**config.mk**
```make
export PLATFORM = sky130hd
export DESIGN_NAME = regfile_wb_arbiter
export DESIGN_NICKNAME = d
export VERILOG_FILES = /design/src/rtl/rf_pkg.sv /design/src/rtl/rr_arbiter.sv /design/src/rtl/regfile_wb_arbiter.sv
export SDC_FILE = /design/constraint.sdc
export NUM_CORES = 1
export LEC_CHECK = 0
export CAP_MARGIN = 0
export CORE_ASPECT_RATIO = 1.1
export CORE_MARGIN = 10
export CORE_UTILIZATION = 35
export DETAILED_ROUTE_END_ITERATION = 10
export SETUP_SLACK_MARGIN = 0.3
export SLEW_MARGIN = 25
export SYNTH_ARGS = -nofsm -noshare
export SYNTH_HDL_FRONTEND = slang
export SYNTH_HIERARCHICAL = 1
export SYNTH_SLANG_ARGS = --single-unit
export TNS_END_PERCENT = 30
```
**constraint.sdc**
```tcl
create_clock -name clk -period 3.3 [get_ports clk]
set_input_delay 0.66 -clock clk [delete_from_list [all_inputs] [get_ports clk]]
set_output_delay 0.66 -clock clk [all_outputs]
set_load 0.01 [all_outputs]
```
**src/rtl/rf_pkg.sv**
```systemverilog
// rtl/rf_pkg.sv - shared constants and slot type for the register-file writeback path
package rf_pkg;

  localparam int DEF_DATA_W = 64;
  localparam int DEF_ADDR_W = 5;
  localparam int ZERO_REG   = 0;

  typedef struct packed {
    logic                  valid;
    logic [DEF_ADDR_W-1:0] rd;
    logic [DEF_DATA_W-1:0] data;
  } wb_slot_t;

endpackage

```
**src/rtl/rr_arbiter.sv**
```systemverilog
// rtl/rr_arbiter.sv - combinational round-robin picker: first request at or after ptr
module rr_arbiter #(
  parameter  int N  = 2,
  localparam int IW = (N > 1) ? $clog2(N) : 1
) (
  input  logic [N-1:0]  req,
  input  logic [IW-1:0] ptr,
  output logic [N-1:0]  grant,
  output logic [IW-1:0] grant_idx,
  output logic          grant_valid
);

  // Scan N candidates starting at ptr, wrapping, and take the first requester.
  always_comb begin
    int cand;
    grant       = '0;
    grant_idx   = '0;
    grant_valid = 1'b0;
    cand        = 0;
    for (int k = 0; k < N; k++) begin
      cand = int'(ptr) + k;
      if (cand >= N) cand = cand - N;
      if (!grant_valid && req[cand[IW-1:0]]) begin
        grant[cand[IW-1:0]] = 1'b1;
        grant_idx           = cand[IW-1:0];
        grant_valid         = 1'b1;
      end
    end
  end

endmodule

```
**src/rtl/regfile_wb_arbiter.sv**
```systemverilog
// rtl/regfile_wb_arbiter.sv - shares the register-file write port among NUM_REQ sources; WB_PENDING_EN adds pending_mask
module regfile_wb_arbiter
  import rf_pkg::*;
#(
  parameter int NUM_REQ = 2,
  parameter int DATA_W  = DEF_DATA_W,
  parameter int ADDR_W  = DEF_ADDR_W
) (
  input  logic                        clk,
  input  logic                        reset,
  input  logic [NUM_REQ-1:0]          req_valid,
  output logic [NUM_REQ-1:0]          req_ready,
  input  logic [NUM_REQ*ADDR_W-1:0]   req_rd,
  input  logic [NUM_REQ*DATA_W-1:0]   req_data,
  output logic                        rf_we,
  output logic [ADDR_W-1:0]           rf_rd,
  output logic [DATA_W-1:0]           rf_wdata,
  output logic [$clog2(NUM_REQ)-1:0]  grant_id,
  output logic                        busy
`ifdef WB_PENDING_EN
  ,
  output logic [(2**ADDR_W)-1:0]      pending_mask
`endif
);

  localparam int IW = (NUM_REQ > 1) ? $clog2(NUM_REQ) : 1;

  typedef struct packed {
    logic              valid;
    logic [ADDR_W-1:0] rd;
    logic [DATA_W-1:0] data;
  } slot_t;

  slot_t              slots [NUM_REQ];
  logic [NUM_REQ-1:0] occ;
  logic [IW-1:0]      rr_ptr;
  logic [NUM_REQ-1:0] grant_vec;
  logic [IW-1:0]      win_idx;
  logic               win_valid;
  logic               wr_en;

  // Gather occupancy bits into a vector for the arbiter and busy flag.
  always_comb begin
    occ = '0;
    for (int i = 0; i < NUM_REQ; i++) occ[i] = slots[i].valid;
  end

  rr_arbiter #(.N(NUM_REQ)) u_arb (
    .req         (occ),
    .ptr         (rr_ptr),
    .grant       (grant_vec),
    .grant_idx   (win_idx),
    .grant_valid (win_valid)
  );

  // A write is issued only from registered slot state and never while reset is held.
  always_comb begin
    wr_en     = win_valid && !reset;
    req_ready = reset ? '0 : (~occ | grant_vec);
    busy      = |occ;
  end

  // Drive the register-file port from the winning slot; all zeros when idle.
  always_comb begin
    rf_we    = wr_en;
    rf_rd    = '0;
    rf_wdata = '0;
    grant_id = '0;
    if (wr_en) begin
      grant_id = win_idx;
      for (int i = 0; i < NUM_REQ; i++) begin
        if (grant_vec[i]) begin
          rf_rd    = slots[i].rd;
          rf_wdata = slots[i].data;
        end
      end
    end
  end

  // Slot update: a handshake overwrites the slot (x0 leaves it empty), otherwise a grant empties it.
  always_ff @(posedge clk) begin
    if (reset) begin
      for (int i = 0; i < NUM_REQ; i++) slots[i] <= '0;
    end else begin
      for (int i = 0; i < NUM_REQ; i++) begin
        if (req_valid[i] && req_ready[i]) begin
          slots[i].valid <= (req_rd[i*ADDR_W +: ADDR_W] != ADDR_W'(ZERO_REG));
          slots[i].rd    <= req_rd[i*ADDR_W +: ADDR_W];
          slots[i].data  <= req_data[i*DATA_W +: DATA_W];
        end else if (grant_vec[i]) begin
          slots[i].valid <= 1'b0;
        end
      end
    end
  end

  // Round-robin pointer moves just past the winner on every grant and holds otherwise.
  always_ff @(posedge clk) begin
    if (reset) begin
      rr_ptr <= '0;
    end else if (win_valid) begin
      rr_ptr <= (win_idx == IW'(NUM_REQ - 1)) ? '0 : win_idx + IW'(1);
    end
  end

`ifdef WB_PENDING_EN
  // Mark every register that still has an undrained write; x0 never counts.
  always_comb begin
    pending_mask = '0;
    for (int i = 0; i < NUM_REQ; i++) begin
      if (slots[i].valid) pending_mask[slots[i].rd] = 1'b1;
    end
    pending_mask[ZERO_REG] = 1'b0;
  end
`endif

endmodule

```
# Yosys cells after proc, flatten, opt, wreduce, memory -nomap -nowiden
# Memory sizes are Yosys's and may differ from the RTL's.
# Index checks and enable logic that the tools add are counted.
# classes
n_mux,49
bitwise_logic,11
reduce_logical,11
magnitude_cmp,6
n_addsub,4
# ops
op,count
64-bit two-way mux,5
1-bit two-way mux,34
5-bit two-way mux,5
5-bit nonzero test,2
1-bit bitwise OR,8
1-bit logical AND,6
2-bit two-way mux,3
"1-bit by 2-bit less-than comparator with 1-bit output, second input constant",2
2-bit bitwise OR,2
"1-bit by 1-bit adder with 2-bit output, second input constant",1
1-bit demux with 1-bit select,2
"1-bit >= comparator, second input constant",2
"1-bit by 2-bit >= comparator with 1-bit output, second input constant",1
"2-bit >= comparator, second input constant",1
1-bit logical NOT,2
2-bit NOT,1
2-bit OR reduction,1
"1-bit subtractor, second input constant",2
"1-bit adder, second input constant",1
# word_totals
output_inout_bits,74
inputBits,142
elab_cells,83
ramBits,140
mem_count,1
ff_bits,1
# mem_list
name,depth,width,read_ports,rd_clocked_by_memory_dff,wr,line,rtl
slots,2,70,2,0,2,regfile_wb_arbiter.sv:34,slot_t slots [NUM_REQ];

# Depth between registers and ports, before layout
# Gate-level depths: netlist of run 1.
# logic_depth
ltp_word,17
ltp_mapped,9
depth_no_buf,5

# Modules after synthesis
# The synthesis of run 1 kept the hierarchy.
# modules_own_cells
module,instances,cells_each,seq_area_each_um2,area_per_inst_um2
regfile_wb_arbiter,1,493,4214.0,6557.5
rr_arbiter,1,5,0.0,32.5

# Worst setup path before layout of run 1
# Ideal clock, no wire load.
# synth_timing
kind,register to register
from,mem slots[0][69] (netlist name)
to,mem slots[0][0] (netlist name) (enable)
required_time_ns,2.874
setup_ns,0.426
t_arrival_ns,2.371
stages_incl_launch_ff,4
setup_slack_ns,0.503
n_path_buf,0
period_less_slack_ns,2.797
cell_sequence,edfxtp_1 > a21boi_0 > nand2b_1 > a21o_1
# synth_rtl
element,line
from (decl),regfile_wb_arbiter.sv:34

==> results.sh, run 1 <==
export IMPL_p_sw_w=0.00135
export IMPL_worst_slack_ns=0.304
export IMPL_ant_nets=0
export IMPL_p_comb_frac=0.213
export IMPL_cp_start_kind="register"
export IMPL_cts_tree="yes"
export IMPL_grt_max_degree=71
export IMPL_place_area_um2=8990
export IMPL_swShare=0.249
export IMPL_finalMaxSlewViolations=0
export IMPL_syn_area_um2=6590
export IMPL_cts_clk_slew_worst_paths_ns=0.05
export IMPL_ys_seq_elements=141
export IMPL_finalSetupTns_ns=0
export IMPL_rsz0062_at_grt="true"
export IMPL_crit_fanout=17
export IMPL_drcViolationCount=0
export IMPL_area_growth_pct=48.7
export IMPL_arrival_ns=2.34
export IMPL_instances_no_fill=968
export IMPL_final_common_cell="clkdlybuf4s50_1"
export IMPL_dieArea_um2=24700
export IMPL_final_cell_mix="clkdlybuf4s50_1 (194), edfxtp_1 (139), nor2_1 (73), and2_1 (70), a22oi_1 (68)"
export IMPL_synthDistinctLibCells=32
export IMPL_final_area_um2=9800
export IMPL_ctsHoldBuffers=0
export IMPL_slowest_stage="clkdlybuf4s50_1"
export IMPL_p_clk_frac=0.362
export IMPL_clk_path_buf_depth=2
export IMPL_ys_warn_count=6
export IMPL_max_stage_delay_ns=0.55
export IMPL_drive_gt1_frac=0.146
export IMPL_vias=4689
export IMPL_outcome="finished clean"
export IMPL_dr_pass1_iters=4
export IMPL_wirelength_mm=19.5
export IMPL_synth_nets=640
export IMPL_die_w_um=151
export IMPL_wl_per_cell_um=20.1
export IMPL_place_inst=929
export IMPL_hold_violations=0
export IMPL_vdd_ir_drop_max_mv=0.362
export IMPL_total_power_w=0.00541
export IMPL_leakage_nw=3.86
export IMPL_clock_skew_ns=0.00610
export IMPL_min_period_ns=3.00
export IMPL_dp_hpwl_mm=13.8
export IMPL_max_freq_mhz=334
export IMPL_routabilityCongestion=0.755
export IMPL_drtIter0Drc=203
export IMPL_grt_pass1_wl_mm=29.2
export IMPL_clk_latency_ns=0.41
export IMPL_drv_cap=0
export IMPL_worst_pin_slew_ns=0.643
export IMPL_critPathRequiredTime_ns=2.64
export IMPL_cts_buffers=17
export IMPL_nets=854
export IMPL_pwr_share_seq=0.425
export IMPL_synth_cells=498
export IMPL_max_slew_margin=0.571
export IMPL_cts_max_level=4
export IMPL_antenna_found_initial=0
export IMPL_pwr_density_cell_nw_per_um2=552
export IMPL_die_h_um=164
export IMPL_grt_usage=0.154
export IMPL_cts_root_buffer="clkbuf_16"
export IMPL_rows=52
export IMPL_period_share=0.908
export IMPL_hold_path_class="register to register"
export IMPL_worstSetupPathType="register to output port"
export IMPL_end_kind="output port"
export IMPL_io_pins=216
export IMPL_path_cells="a21boi_4, nor2b_4, buf_4, clkbuf_16, a22oi_1, nor2_1, clkdlybuf4s50_1"
export IMPL_syn_avg_cell_area_um2=13.2
export IMPL_viasPerCell=4.84
export IMPL_p_int_w=0.00406
export IMPL_numPortBuffers=215
export IMPL_diodes=0
export IMPL_core_um2=18500
export IMPL_start_util=0.357
export IMPL_setup_viol=0
export IMPL_dp_slack_ns=0.113
export IMPL_clock_sinks=141
export IMPL_grt_pass1_vias=5175
export IMPL_seq_area_frac_synth=0.639
export IMPL_overflow=0
==> cells by family after synthesis <==
group / after synthesis / synth area share
buffers and inverters: 50 / 0.0444
AO/OA/AOI/OAI: 147 / 0.191
AND/OR/NAND/NOR: 160 / 0.125
flip-flops: 141 / 0.639
==> through the flow <==
| stage | utilization | hold WS (ns) |
|---|---|---|
| global placement | 0.487 | 0.498 |
| global route | 0.530 | 0.647 |
| detailed placement | 0.487 | 0.560 |
| CTS | 0.522 | 0.579 |
| floorplan | - | 0.485 |
| finish | 0.530 | 0.592 |
==> flip-flops by register name, indices dropped and copies added, names as in the netlist <==
| name | flops |
|---|---|
| slots | 140 |
| rr_ptr | 1 |
==> final timing paths <==
path / start / to / slack, ns / depth (start not counted)
max: slots[0][69]$_SDFFCE_PP0P_ / rf_wdata[58] / 0.30 / 7
min: rr_ptr$_SDFFE_PP0P_ / rr_ptr$_SDFFE_PP0P_ / 0.59 / 2
max reg2reg: slots[1][69]$_SDFFE_PP0P_ / slots[1][40]$_DFFE_PP_ / 1.05 / 6
min reg2reg: rr_ptr$_SDFFE_PP0P_ / rr_ptr$_SDFFE_PP0P_ / 0.59 / 2
==> power groups by stage <==
stage / registers, W / clock network [W] / logic [W]
after global routing: 0.00232 / 0.00206 / 0.00125
after global placement: 0.00233 / 0 / 0.00108
final: 0.00230 / 0.00196 / 0.00115
after floorplan: 0.00232 / 0 / 0.000578
after CTS: 0.00230 / 0.00199 / 0.00112
after detailed placement: 0.00234 / 0 / 0.00109
==> metal layers <==
layer  vias to the layer above  global-route usage  part of all wire
met1                      2276               0.176              0.40
met2                       129               0.268              0.53
met5                         -                   0                 0
met3                        25              0.0410             0.051
li1                       2259                   -                 -
met4                         0              0.0609             0.023
==> cell type report <==
type / instances / area [um^2]
Tap cell: 243 / 304
Sequential cell: 141 / 4210
Timing Repair Buffer: 242 / 2510
Clock buffer: 20 / 437
Fill cell: 1585 / 8680
Inverter: 3 / 11.3
Multi-Input combinational cell: 307 / 2150
Clock inverter: 12 / 169
==> what timing repair did <==
item | in CTS | in global routing
setup endpoints to repair | 72 | 70
resized for setup | 7 | 26
cloned | 0 | 1
buffers inserted | 3 | 2
==> cells in the mapped netlist (all sizes together) <==
| cell type | number | area share |
|---|---|---|
| edfxtp | 139 | 0.63 |
| nor2 | 74 | 0.043 |
| a21boi | 72 | 0.11 |
| and2 | 70 | 0.066 |
| a22oi | 68 | 0.077 |
| clkbuf | 25 | 0.017 |
| buf | 22 | 0.026 |
| nor2b | 4 | 0.0049 |
| inv | 3 | 0.0017 |
| nand2b | 3 | 0.0028 |
| or2 | 3 | 0.0028 |
| dfxtp | 2 | 0.0061 |
| nand2 | 2 | 0.0011 |
| o21ai | 2 | 0.0015 |
| a211oi | 1 | 0.0011 |
| a21o | 1 | 0.0011 |
| a21oi | 1 | 0.00076 |
| a2bb2oi | 1 | 0.0023 |
| nand3b | 1 | 0.0011 |
| nor3 | 1 | 0.00076 |
| o2bb2ai | 1 | 0.0013 |
| or3b | 1 | 0.0013 |
| or4 | 1 | 0.0011 |
==> worst max-delay path, delay by kind of cell (launching register included) <==
| kind | cells | cell delay (ns) |
|---|---|---|
| AO/OA/AOI/OAI | 2 | 0.30 |
| flip-flops | 1 | 0.44 |
| AND/OR/NAND/NOR | 2 | 0.31 |
| buffers and inverters | 3 | 0.87 |
Power figures use the tool's default switching activity.
==> inputs of run 2 (changes only) <==
--- a/config.mk
+++ b/config.mk
@@ -10,6 +10,7 @@
 export CORE_MARGIN = 10
 export CORE_UTILIZATION = 35
 export DETAILED_ROUTE_END_ITERATION = 10
+export PLACE_DENSITY = 0.66
 export SETUP_SLACK_MARGIN = 0.3
 export SLEW_MARGIN = 25
 export SYNTH_ARGS = -nofsm -noshare
==> constraint.sdc (replaced) <==
create_clock -name clk -period 2.4 [get_ports clk]
set_input_delay 0.48 -clock clk [delete_from_list [all_inputs] [get_ports clk]]
set_output_delay 0.48 -clock clk [all_outputs]
set_load 0.01 [all_outputs]
==> results.sh, run 2 (synthesis results as in run 1) <==
export IMPL_outcome="finished with violations"
export IMPL_violations="setup timing"
export IMPL_hold_violations=0
export IMPL_vias=4962
export IMPL_cp_depth=8
export IMPL_final_area_um2=10500
export IMPL_worst_slack_ns=-0.0793
export IMPL_drtIter0Drc=177
export IMPL_antenna_found_initial=3
export IMPL_p_comb_frac=0.272
export IMPL_core_um2=18500
export IMPL_dr_pass1_iters=6
export IMPL_worstSetupEndpoint="rf_rd[2]"
export IMPL_clk_latency_ns=0.42
export IMPL_cp_start_kind="register"
export IMPL_rsz0062_at_grt="true"
export IMPL_p_sw_w=0.00218
export IMPL_worstSetupPathType="register to output port"
export IMPL_overflow=0
export IMPL_path_common_cell="buf_6"
export IMPL_clk_path_buf_depth=2
export IMPL_worst_pin_slew_ns=0.381
export IMPL_swShare=0.271
export IMPL_vdd_ir_drop_max_mv=0.537
export IMPL_start_util=0.357
export IMPL_max_slew_margin=0.744
export IMPL_finalSetupTns_ns=-1.21
export IMPL_drive_gt1_frac=0.400
export IMPL_wl_per_cell_um=21.2
export IMPL_rows=52
export IMPL_wirelength_mm=21.2
export IMPL_cts_root_buffer="clkbuf_16"
export IMPL_viasPerCell=4.97
export IMPL_dp_hpwl_mm=14.0
export IMPL_clock_skew_ns=0.00725
export IMPL_r2r_start="slots[0][69]$_SDFFCE_PP0P_"
export IMPL_p_clk_frac=0.329
export IMPL_die_h_um=164
export IMPL_grt_pass1_wl_mm=30.7
export IMPL_routabilityCongestion=0.737
export IMPL_critPathRequiredTime_ns=1.92
export IMPL_pwr_share_seq=0.399
export IMPL_reg_largest_list="slots x140, rr_ptr x1"
export IMPL_final_common_cell="clkdlybuf4s50_1"
export IMPL_grt_pass1_vias=5361
export IMPL_numPortBuffers=215
export IMPL_top_register="slots"
export IMPL_setup_viol=51
export IMPL_reg2reg_depth=9
export IMPL_p_int_w=0.00588
export IMPL_r2r_slack_ns=0.21
export IMPL_area_growth_pct=59.7
export IMPL_period_share=1.03
export IMPL_hold_path_class="register to register"
export IMPL_grt_usage=0.164
export IMPL_clock_sinks=141
export IMPL_ant_nets=0
export IMPL_end_kind="output port"
export IMPL_crit_start="slots[0][69]$_SDFFCE_PP0P_"
export IMPL_path_cells="buf_6, a21boi_4, nor2b_4, buf_6, buf_16, a22oi_2, nor2_1, buf_2"
export IMPL_cts_tree="yes"
export IMPL_grt_max_degree=43
export IMPL_largest_reg_flops=140
export IMPL_crit_fanout=8
export IMPL_ctsHoldBuffers=0
export IMPL_max_stage_delay_ns=0.43
export IMPL_leakage_nw=3.97
export IMPL_die_w_um=151
export IMPL_dieArea_um2=24700
export IMPL_min_period_ns=2.48
export IMPL_io_pins=216
export IMPL_finalMaxSlewViolations=0
export IMPL_critical_path_buf_inv_count=4
export IMPL_reg2reg_to="slots[1][8]$_DFFE_PP_"
export IMPL_nets=881
export IMPL_max_freq_mhz=403
export IMPL_cts_buffers=17
export IMPL_arrival_ns=2.00
export IMPL_slowest_stage="edfxtp_1"
export IMPL_final_cell_mix="clkdlybuf4s50_1 (141), edfxtp_1 (139), nor2_1 (72), buf_2 (70), and2_1 (69)"
export IMPL_drv_cap=0
export IMPL_cp_top_family="buffers and inverters"
export IMPL_drcViolationCount=0
export IMPL_pwr_density_cell_nw_per_um2=766
export IMPL_place_area_um2=9210
export IMPL_cts_clk_slew_worst_paths_ns=0.06
export IMPL_cts_max_level=4
[run 2: changes by cell type in the layout (fill, tap and decap cells not counted), moves of 4 or more]
| cell | delta |
|---|---|
| buf_2 | +70 |
| a22oi_1 | -62 |
| a22oi_2 | +62 |
| clkdlybuf4s50_1 | -53 |
| a21boi_2 | +25 |
| a21boi_1 | -24 |
| dlymetal6s2s_1 | -21 |
| buf_12 | +16 |
| buf_4 | -12 |
| buf_16 | +11 |
| buf_6 | +11 |
| clkinvlp_4 | +4 |
[run 2: tightest hold or removal path: cells and delay by family, from the launching register on]
kind,cells,cell delay (ns)
AO/OA/AOI/OAI,1,0.05
flip-flops,1,0.33
AND/OR/NAND/NOR,1,0.12
[run 2: area by class of cell]
| type | count | area (um^2) |
|---|---|---|
| sequential | 141 | 4220 |
| clock inverter | 14 | 169 |
| multi-input combinational | 307 | 2560 |
| antenna | 3 | 7.51 |
| inverter | 3 | 11.3 |
| tap | 243 | 304 |
| fill | 1523 | 7950 |
| clock buffer | 18 | 429 |
| timing repair buffer | 269 | 2830 |
[run 2: timing repair]
item / CTS / global route
resized for setup: 378 / 52
buffers inserted: 9 / 1
setup endpoints to repair: 212 / 263
gates cloned: 8 / 5
pin swaps: 15 / 49
[run 2: how the worst min path moves through the flow]
stage | slack [ns] | end | startpoint | depth (start not counted)
after floorplan | 0.49 | rr_ptr$_SDFFE_PP0P_ | rr_ptr$_SDFFE_PP0P_ | 2
after global placement | 0.50 | rr_ptr$_SDFFE_PP0P_ | rr_ptr$_SDFFE_PP0P_ | 2
after detailed placement | 0.52 | rr_ptr$_SDFFE_PP0P_ | rr_ptr$_SDFFE_PP0P_ | 2
after CTS | 0.54 | rr_ptr$_SDFFE_PP0P_ | rr_ptr$_SDFFE_PP0P_ | 2
after global routing | 0.59 | rr_ptr$_SDFFE_PP0P_ | rr_ptr$_SDFFE_PP0P_ | 2
final | 0.55 | rr_ptr$_SDFFE_PP0P_ | rr_ptr$_SDFFE_PP0P_ | 2
[run 2: stage by stage]
step	utilization	power (W)	setup slack, ns	std cells	hold WS [ns]
floorplan	-	0.00398	0.353	498	0.486
detailed placement	0.498	0.00482	-0.184	940	0.524
finish	0.570	0.00806	-0.0793	998	0.554
CTS	0.552	0.00794	-0.0405	989	0.543
global route	0.570	0.00836	-0.142	998	0.585
global placement	0.498	0.00479	-0.192	940	0.499
[run 2: layer usage]
layer | share of wire | GRT usage
met5 | 0 | 0
met4 | 0.027 | 0.0845
met3 | 0.059 | 0.0435
met2 | 0.54 | 0.287
met1 | 0.38 | 0.179
[run 2: power by group through the flow]
| stage | logic [W] | registers, W | clock network (W) |
|---|---|---|---|
| 2_1_floorplan | 0.000798 | 0.00318 | 0 |
| 3_3_place_gp | 0.00159 | 0.00320 | 0 |
| 3_5_place_dp | 0.00161 | 0.00321 | 0 |
| 4_1_cts | 0.00205 | 0.00320 | 0.00269 |
| 5_1_grt | 0.00233 | 0.00324 | 0.00279 |
| 6_report | 0.00219 | 0.00321 | 0.00265 |
==> inputs of run 3 (changes only) <==
--- a/config.mk
+++ b/config.mk
@@ -7,11 +7,12 @@
 export LEC_CHECK = 0
 export CAP_MARGIN = 0
 export CORE_ASPECT_RATIO = 1.1
-export CORE_MARGIN = 10
+export CORE_MARGIN = 2
 export CORE_UTILIZATION = 35
 export DETAILED_ROUTE_END_ITERATION = 10
 export PLACE_DENSITY = 0.66
 export SETUP_SLACK_MARGIN = 0.3
+export SKIP_CTS_REPAIR_TIMING = 1
 export SLEW_MARGIN = 25
 export SYNTH_ARGS = -nofsm -noshare
 export SYNTH_HDL_FRONTEND = slang
==> results.sh, run 3 (synthesis results as in run 1) <==
export IMPL_cts_tree="yes"
export IMPL_final_cell_mix="clkdlybuf4s50_1 (141), edfxtp_1 (139), and2_1 (70), nor2_1 (67), a22oi_2 (58)"
export IMPL_hold_violations=0
export IMPL_crit_fanout=17
export IMPL_num_fill_cells=1510
export IMPL_clock_skew_ns=0.00644
export IMPL_overflow=0
export IMPL_diodes=0
export IMPL_slowest_stage="edfxtp_1"
export IMPL_worst_pin_slew_ns=0.498
export IMPL_final_common_cell="clkdlybuf4s50_1"
export IMPL_routabilityCongestion=0.787
export IMPL_vdd_ir_drop_max_mv=0.528
export IMPL_worst_slack_ns=-0.0115
export IMPL_drcViolationCount=0
export IMPL_cp_top_family="buffers and inverters"
export IMPL_drv_cap=0
export IMPL_numPortBuffers=215
export IMPL_grt_max_degree=37
export IMPL_final_area_um2=10100
export IMPL_ant_nets=0
export IMPL_grt_usage=0.180
export IMPL_place_area_um2=9220
export IMPL_min_period_ns=2.41
export IMPL_worstSetupPathType="register to output port"
export IMPL_dp_hpwl_mm=12.5
export IMPL_cts_root_buffer="clkbuf_16"
export IMPL_core_um2=18400
export IMPL_rsz0062_at_grt="true"
export IMPL_reg_largest_list="slots x140, rr_ptr x1"
export IMPL_total_power_w=0.00791
export IMPL_clk_latency_ns=0.42
export IMPL_hold_path_class="register to register"
export IMPL_area_growth_pct=54.0
export IMPL_period_share=1.00
export IMPL_dr_pass1_iters=5
export IMPL_max_freq_mhz=415
export IMPL_critPathRequiredTime_ns=1.92
export IMPL_drive_gt1_frac=0.354
export IMPL_largest_reg_flops=140
export IMPL_finalMaxSlewViolations=0
export IMPL_die_h_um=148
export IMPL_cp_start_kind="register"
export IMPL_clock_sinks=141
export IMPL_dieArea_um2=19900
export IMPL_max_slew_margin=0.665
export IMPL_top_register="slots"
export IMPL_cts_max_level=4
export IMPL_cts_clk_slew_worst_paths_ns=0.06
export IMPL_violations="setup timing"
export IMPL_rows=52
export IMPL_leakage_nw=3.89
export IMPL_arrival_ns=1.93
export IMPL_pwr_density_cell_nw_per_um2=779
export IMPL_path_common_cell="buf_6"
export IMPL_wl_per_cell_um=19.0
export IMPL_io_pins=216
export IMPL_wirelength_mm=18.7
export IMPL_vias=4923
export IMPL_die_w_um=135
export IMPL_critical_path_buf_inv_count=4
export IMPL_drtIter0Drc=308
export IMPL_grt_pass1_vias=4973
export IMPL_instances_no_fill=989
export IMPL_viasPerCell=4.98
export IMPL_place_inst=940
export IMPL_path_cells="buf_6, a21boi_4, buf_6, buf_12, a22oi_1, nor2_1, clkbuf_2"
export IMPL_end_kind="output port"
export IMPL_antenna_found_initial=0
export IMPL_max_stage_delay_ns=0.40
export IMPL_cts_buffers=17
export IMPL_nets=875
export IMPL_outcome="finished with violations"
export IMPL_start_util=0.358
export IMPL_setup_viol=2
export IMPL_grt_pass1_wl_mm=27.1
export IMPL_clk_path_buf_depth=2
-- run 3: per-stage QoR --
step                setup WS [ns]   util  TNS (ns)  hold slack, ns
floorplan                   0.353      -         0           0.486
global placement           -0.195  0.501    -10.38           0.502
detailed placement         -0.185  0.501     -9.98           0.515
CTS                        -0.498  0.536    -30.42           0.523
global route               -0.113  0.551     -3.95           0.566
finish                    -0.0115  0.551   -0.0214           0.531
-- run 3: worst paths after layout --
check                                  start                    end  slack (ns)  cells past startpoint
setup / recovery  slots[0][69]$_SDFFCE_PP0P_           rf_wdata[50]       -0.01                      7
hold / removal           rr_ptr$_SDFFE_PP0P_    rr_ptr$_SDFFE_PP0P_        0.53                      2
setup reg to reg  slots[0][69]$_SDFFCE_PP0P_  slots[1][5]$_DFFE_PP_        0.32                      8
hold reg to reg          rr_ptr$_SDFFE_PP0P_    rr_ptr$_SDFFE_PP0P_        0.53                      2
-- run 3: report_power, final --
group	internal [W]	switching [W]
sequential	0.00308	0.000124
clock	0.00184	0.00101
combinational	0.000932	0.000926
total	0.00585	0.00206
-- run 3: layout make-up --
cell class | count | area [um^2] | area share
inverters | 3 | 13.8 | 0.00136
multi-input cells | 307 | 2450 | 0.242
repair buffers | 263 | 2520 | 0.248
clock buffers | 17 | 425 | 0.0419
clock inverters | 15 | 219 | 0.0216
well taps | 243 | 304 | 0.0300
flip-flops and latches | 141 | 4210 | 0.415
-- run 3: metal layers --
metal | part of all wire | GRT usage | routed length (um)
met5 | 0 | 0 | 0
met4 | 0.019 | 0.0637 | 355
met3 | 0.056 | 0.0391 | 1040
met2 | 0.54 | 0.315 | 10100
met1 | 0.39 | 0.219 | 7260
-- run 3: tightest hold or removal path, delay by kind of cell, from the launching register on --
| kind | cells | cell delay (ns) |
|---|---|---|
| DFF | 1 | 0.33 |
| and+or+nand+nor | 1 | 0.10 |
| AOI/OAI and AO/OA | 1 | 0.05 |
